**src/rtl/riscv_wb_port_arbiter_if.sv**
```systemverilog
// Writeback port bus: requester handshakes, register-file write port and
// pending-write scoreboard controls/status grouped for the arbiter.
interface riscv_wb_port_arbiter_if #(
  parameter int unsigned NUM_REQ = 3,
  parameter int unsigned XLEN    = 32
);
  logic [NUM_REQ-1:0]      req_valid;
  logic [NUM_REQ-1:0]      req_ready;
  logic [5*NUM_REQ-1:0]    req_addr;
  logic [XLEN*NUM_REQ-1:0] req_data;
  logic                    wb_stall;
  logic                    rd_we;
  logic [4:0]              rd_addr;
  logic [XLEN-1:0]         rd_data;
  logic                    sb_set_en;
  logic [4:0]              sb_set_addr;
  logic                    sb_flush;
  logic [31:0]             busy;

  modport master (
    output req_valid, req_addr, req_data, wb_stall, sb_set_en, sb_set_addr, sb_flush,
    input  req_ready, rd_we, rd_addr, rd_data, busy
  );

  modport slave (
    input  req_valid, req_addr, req_data, wb_stall, sb_set_en, sb_set_addr, sb_flush,
    output req_ready, rd_we, rd_addr, rd_data, busy
  );
endinterface

```
**src/rtl/riscv_wb_port_arbiter.sv**
```systemverilog
// Round-robin arbiter sharing the register file write port among NUM_REQ
// writeback requesters, with a registered write stage and RAW scoreboard.
module riscv_wb_port_arbiter #(
  parameter int unsigned NUM_REQ = 3,
  parameter int unsigned XLEN    = 32
) (
  input  logic                    clk,
  input  logic                    rst_n,
  riscv_wb_port_arbiter_if.slave  bus
);

  localparam int unsigned PW = (NUM_REQ > 1) ? $clog2(NUM_REQ) : 1;

  logic [PW-1:0]   rr_ptr_q, rr_ptr_d;
  logic [PW-1:0]   gnt_idx;
  logic            gnt_found;
  logic            xfer;
  logic [4:0]      gnt_addr;
  logic [XLEN-1:0] gnt_data;
  logic            rd_we_q;
  logic [4:0]      rd_addr_q;
  logic [XLEN-1:0] rd_data_q;
  logic [31:0]     busy_q, busy_d;

  function automatic int unsigned wrap_idx(input int unsigned v);
    return (v >= NUM_REQ) ? v - NUM_REQ : v;
  endfunction

  // First valid requester at or after the pointer, modulo NUM_REQ.
  always_comb begin
    gnt_found = 1'b0;
    gnt_idx   = '0;
    for (int unsigned k = 0; k < NUM_REQ; k++) begin
      if (!gnt_found && bus.req_valid[wrap_idx(32'(rr_ptr_q) + k)]) begin
        gnt_found = 1'b1;
        gnt_idx   = PW'(wrap_idx(32'(rr_ptr_q) + k));
      end
    end
  end

  assign xfer     = gnt_found & ~bus.wb_stall & rst_n;
  assign gnt_addr = bus.req_addr[32'(gnt_idx) * 5 +: 5];
  assign gnt_data = bus.req_data[32'(gnt_idx) * XLEN +: XLEN];

  assign bus.req_ready = xfer ? (NUM_REQ'(1) << gnt_idx) : '0;

  always_comb begin
    rr_ptr_d = rr_ptr_q;
    if (xfer) begin
      rr_ptr_d = (32'(gnt_idx) == NUM_REQ - 1) ? '0 : gnt_idx + 1'b1;
    end
  end

  // Newly issued producer (set) outranks both flush and a completing write.
  always_comb begin
    busy_d = busy_q;
    for (int unsigned r = 1; r < 32; r++) begin
      if (bus.sb_set_en && (bus.sb_set_addr == 5'(r))) begin
        busy_d[r] = 1'b1;
      end else if (bus.sb_flush || (xfer && (gnt_addr == 5'(r)))) begin
        busy_d[r] = 1'b0;
      end
    end
    busy_d[0] = 1'b0;
  end

  always_ff @(posedge clk or negedge rst_n) begin
    if (!rst_n) begin
      rr_ptr_q  <= '0;
      busy_q    <= '0;
      rd_we_q   <= 1'b0;
      rd_addr_q <= '0;
      rd_data_q <= '0;
    end else begin
      rr_ptr_q <= rr_ptr_d;
      busy_q   <= busy_d;
      rd_we_q  <= xfer && (gnt_addr != '0);
      if (xfer && (gnt_addr != '0)) begin
        rd_addr_q <= gnt_addr;
        rd_data_q <= gnt_data;
      end
    end
  end

  assign bus.rd_we   = rd_we_q;
  assign bus.rd_addr = rd_addr_q;
  assign bus.rd_data = rd_data_q;
  assign bus.busy    = busy_q;

endmodule

```
**src/flat_wrapper.sv**
```systemverilog
// flat-port wrapper written by rule: the top's interface ports become plain ports
module riscv_wb_port_arbiter_flat 
#(
  parameter int unsigned NUM_REQ = 3,
  parameter int unsigned XLEN    = 32
)
  (clk, rst_n, bus_req_valid, bus_req_addr, bus_req_data, bus_wb_stall, bus_sb_set_en, bus_sb_set_addr, bus_sb_flush, bus_req_ready, bus_rd_we, bus_rd_addr, bus_rd_data, bus_busy);
  riscv_wb_port_arbiter_if #(.NUM_REQ(NUM_REQ), .XLEN(XLEN)) bus_i ();
  input  logic clk;
  input  logic rst_n;
  input wire logic [$bits(bus_i.req_valid)-1:0] bus_req_valid;
  input wire logic [$bits(bus_i.req_addr)-1:0] bus_req_addr;
  input wire logic [$bits(bus_i.req_data)-1:0] bus_req_data;
  input wire logic [$bits(bus_i.wb_stall)-1:0] bus_wb_stall;
  input wire logic [$bits(bus_i.sb_set_en)-1:0] bus_sb_set_en;
  input wire logic [$bits(bus_i.sb_set_addr)-1:0] bus_sb_set_addr;
  input wire logic [$bits(bus_i.sb_flush)-1:0] bus_sb_flush;
  output wire logic [$bits(bus_i.req_ready)-1:0] bus_req_ready;
  output wire logic [$bits(bus_i.rd_we)-1:0] bus_rd_we;
  output wire logic [$bits(bus_i.rd_addr)-1:0] bus_rd_addr;
  output wire logic [$bits(bus_i.rd_data)-1:0] bus_rd_data;
  output wire logic [$bits(bus_i.busy)-1:0] bus_busy;
  assign bus_i.req_valid = bus_req_valid;
  assign bus_i.req_addr = bus_req_addr;
  assign bus_i.req_data = bus_req_data;
  assign bus_i.wb_stall = bus_wb_stall;
  assign bus_i.sb_set_en = bus_sb_set_en;
  assign bus_i.sb_set_addr = bus_sb_set_addr;
  assign bus_i.sb_flush = bus_sb_flush;
  assign bus_req_ready = bus_i.req_ready;
  assign bus_rd_we = bus_i.rd_we;
  assign bus_rd_addr = bus_i.rd_addr;
  assign bus_rd_data = bus_i.rd_data;
  assign bus_busy = bus_i.busy;
  riscv_wb_port_arbiter #(.NUM_REQ(NUM_REQ), .XLEN(XLEN)) u_core (.clk(clk), .rst_n(rst_n), .bus(bus_i));
endmodule
```
**config.mk**
```make
export PLATFORM = sky130hd
export DESIGN_NAME = riscv_wb_port_arbiter_flat
export DESIGN_NICKNAME = d
export VERILOG_FILES = /design/src/rtl/riscv_wb_port_arbiter_if.sv /design/src/rtl/riscv_wb_port_arbiter.sv /design/src/flat_wrapper.sv
export SDC_FILE = /design/constraint.sdc
export NUM_CORES = 1
export LEC_CHECK = 0
export BUFFER_PORTS_ARGS = -buffer_cell sky130_fd_sc_hd__buf_2
export CORE_MARGIN = 3
export CORE_UTILIZATION = 50
export CTS_CLUSTER_DIAMETER = 80
export DETAILED_ROUTE_END_ITERATION = 8
export GPL_TIMING_DRIVEN = 0
export PLACE_DENSITY = 0.95
export SYNTH_ARGS = -nofsm -noshare
export SYNTH_HDL_FRONTEND = slang
export SYNTH_SLANG_ARGS = --single-unit
```
**constraint.sdc**
```tcl
create_clock -name clk -period 11.15 [get_ports clk]
set_input_delay 1.115 -clock clk [delete_from_list [all_inputs] [get_ports clk]]
set_output_delay 1.115 -clock clk [all_outputs]
set_load 0.03 [all_outputs]
```
==> metrics.md <==
| Metric | Value |
|---|---|
| Max cap viols | 0 |
| EDFF count, synth | 0 |
| GRT Residual Overflow | 0 |
| Post-route ant nets | 0 |
| WL per Instance | 18.2 µm |
| Cells after Synth | 448 |
| Area growth syn-to-layout | 30.2% |
| Synth area leader | dfrtp_1 |
| Crit path top cell by count | buf_2 |
| Count of pins over their slew limit | 0 |
| Synth Net Count | about 580 |
| CTS H-tree depth | 3 |
| Core footprint | 8300 µm² |
| Worst hold path type | reg -> reg |
| Pwr dens | 271 nW/µm² |
| Post-CTS Setup Inserts | 0 |
| Avg Vias per Cell | 5.91 |
| Clock Pin Slew Worst Setup and Hold Paths | about 0.080 ns |
| Final WL | 13900 µm |
| Syn avg cell area | 9.64 µm² |
| Yosys warns | 0 |
| Area of the multi-input gates | 2310 µm² |
| Synth async-reset ratio | 1.00 |
| I/O pin count | 197 |
| DRC | 0 |
| Worst Path Max Fanout | 10 |
| Synth top area share | 0.411 |
| Period utilization | 0.446 |
| Final-report setup violation count | 0 |
| Worst skew pair latency | 0.35 ns |
| Most frequent cells after synthesis | dfrtp_1 (71), nand2_1 (59), o21ai_0 (51) |
| Die Span Y | 99.0 µm |
| Peak VDD IR | 0.000175 V |
| First-pass GRT wire length | 21600 µm |
| Element type at the critical path end | primary output |
| Cell Area, Synth | 4320 µm² |
| Seq/Total Area, Yosys | 0.411 |
| Max Clock Freq | roughly 0.2 GHz |
| # fillers | 644 |
| DIE AREA | 9790 µm² |
| Post_cts resized | 0 |
| Worst-Margin Slew | 1.14 ns |
| Required time of the worst setup path | 10.04 ns |
| Max incr delay on CP | 0.58 ns |
| Hold-fix buffers, CTS | 0 |
| Dpl ws | 6.21 ns |
| RSZ-0062 raised after global routing | no |
| Top_reg_cell synth | dfrtp_1 |
| Synth Register Bits | just over 70 |
| Inserted Diodes | 0 |
| Via count | 4507 |
| Post-route minimum period | 4.98 ns |
| Fin Clk Skew | approximately 0.0085 ns |
| Min setup slack post-route | 6.17 ns |
| RePlAce Congestion | 0.966 |
| Critical Setup Path Class | in -> out |
| Crit path arrival time | 3.86 ns |
| Dominant cells by area after synthesis | dfrtp_1 (41%), mux2i_1 (8.6%), mux2_2 (7.6%) |
| Largest net degree at the start of global routing | 74 |
| CTS tree | yes |
| Crit path launch type | primary input |
| Vias in the first global route | ~4.4k |
| Clk buf depth | 2 |
| Die W | between 90 and 100 µm |
| Initial antenna violation count | 0 |
| Port Buffers | about 190 |
| LEAKAGE | about 2.7 nW |
| Clock sinks | 71 |
| Slowest CP cell | clkbuf_1 |
| Slew HR | 0.233 |
| Worst path cell trace | buf_2 -> mux2_4 -> or3_4 -> a31oi_1 -> clkbuf_1 -> clkbuf_1 -> buf_2 -> nor3_1 -> buf_2 |
| Register area | 1780 µm² |
| Dpl hpwl | between 10000 and 15000 µm |
| Starting Density | 0.521 |
| Pre-antenna DRT Iters | 5 |
| Initial DRC count | 264 |
| Final Hold Fails | 0 |
| Most common cell in the netlist | dfrtp_1 |
| Total track usage | 0.273 |
| Post-DP Area | 5420 µm² |
| Final instance area | 5630 µm² |
| CTS Buf Count | 9 |
| Site Rows | 33 |
| Share of cells above drive strength 1 | 0.382 |
| Clk root buf | clkbuf_8 |
| Post-synth cell types | 57 |
| Status | completed |
| Number of nets in the layout | 780 |
| TNS Setup | 0 ns |
per-stage QoR:
step	hold WS [ns]	power, mW	std cells	utilization
4_1_cts	0.495	1.52	762	0.678
5_1_grt	0.520	1.62	762	0.678
3_3_place_gp	0.472	1.27	746	0.653
2_1_floorplan	0.531	1.04	448	-
3_5_place_dp	0.476	1.30	746	0.653
6_report	0.490	1.53	762	0.678
worst max-delay path, delay by kind of cell:
family / cells / cell delay [ns]
buffers and inverters: 5 / 1.70
multiplexers: 1 / 0.27
AND/OR/NAND/NOR: 2 / 0.48
AO/OA/AOI/OAI: 1 / 0.27
kinds of logic after synthesis:
kind of cell / synth area share
buffers and inverters: 0.0530
DFF: 0.411
muxes: 0.175
AOI/OAI and AO/OA: 0.195
adders and majority gates: 0.0116
and+or+nand+nor: 0.153
other: 0.000868
layout make-up:
| cell class | count | area share |
|---|---|---|
| inverters | 17 | 0.0113 |
| plain buffers | 32 | 0.0294 |
| repair buffers | 193 | 0.172 |
| multi-input cells | 328 | 0.411 |
| clock buffers | 10 | 0.0245 |
| clock inverters | 6 | 0.0120 |
| flip-flops and latches | 71 | 0.316 |
| well taps | 105 | 0.0234 |
placed cells by master, fill, tap and decap left out, types with 3 or more instances in the layout:
cell type	Yosys	routed
or3_1	5	5
o21ai_0	51	51
a32o_1	3	3
o311ai_0	18	18
a31oi_1	4	4
o311a_1	3	3
nor2b_1	3	3
mux2i_1	37	37
a21oi_1	4	4
dfrtp_1	71	71
nor2_1	13	13
o31ai_1	5	5
mux2_2	29	29
clkbuf_1	21	21
mux2_1	4	4
a22o_1	5	5
o32ai_1	9	9
nand2b_1	4	4
or4_1	3	3
nand2_1	59	59
nor3_1	12	12
nor3b_1	3	3
nor4b_1	3	3
inv_1	17	17
ha_1	4	4
buf_2	3	195
nor4_1	7	7
buf_6	5	5
clkbuf_8	0	10
and2_1	3	3
nand3_1	6	6
routing by layer:
metal	wire length, µm	global-route usage	part of all wire
met2	6960	0.456	0.50
met5	0	0	0
met1	5590	0.359	0.40
met4	316	0.0893	0.023
met3	996	0.0481	0.072
state kept, by name (all words and copies together) (netlist names):
name                cells
u_core.bus.rd_we        1
u_core.bus.busy        31
u_core.bus.rd_data     32
u_core.rr_ptr_q         2
u_core.bus.rd_addr      5
report_power, final:
part           internal [mW]  leakage (nW)  switching [mW]
registers              0.334         0.912          0.0409
clock network          0.110        0.0989           0.108
logic                  0.333          1.73           0.601
path summary, 6_finish.rpt:
| kind | cells after the start | slack (ns) | end | start |
|---|---|---|---|---|
| setup / recovery | 9 | 6.17 | bus_req_ready[0] | bus_req_valid[2] |
| hold reg to reg | 1 | 0.49 | u_core.bus.rd_data[23]$_DFFE_PN0P_ | u_core.bus.rd_data[23]$_DFFE_PN0P_ |
| hold / removal | 1 | 0.49 | u_core.bus.rd_data[23]$_DFFE_PN0P_ | u_core.bus.rd_data[23]$_DFFE_PN0P_ |
| setup reg to reg | 12 | 7.07 | u_core.bus.rd_data[9]$_DFFE_PN0P_ | u_core.rr_ptr_q[1]$_DFFE_PN0P_ |
| max in group asynchronous | 1 | 9.64 | u_core.bus.busy[1]$_DFFE_PN0P_ | rst_n |
| min in group asynchronous | 1 | 0.88 | u_core.bus.rd_data[16]$_DFFE_PN0P_ | rst_n |
Power figures use the tool's default switching activity.
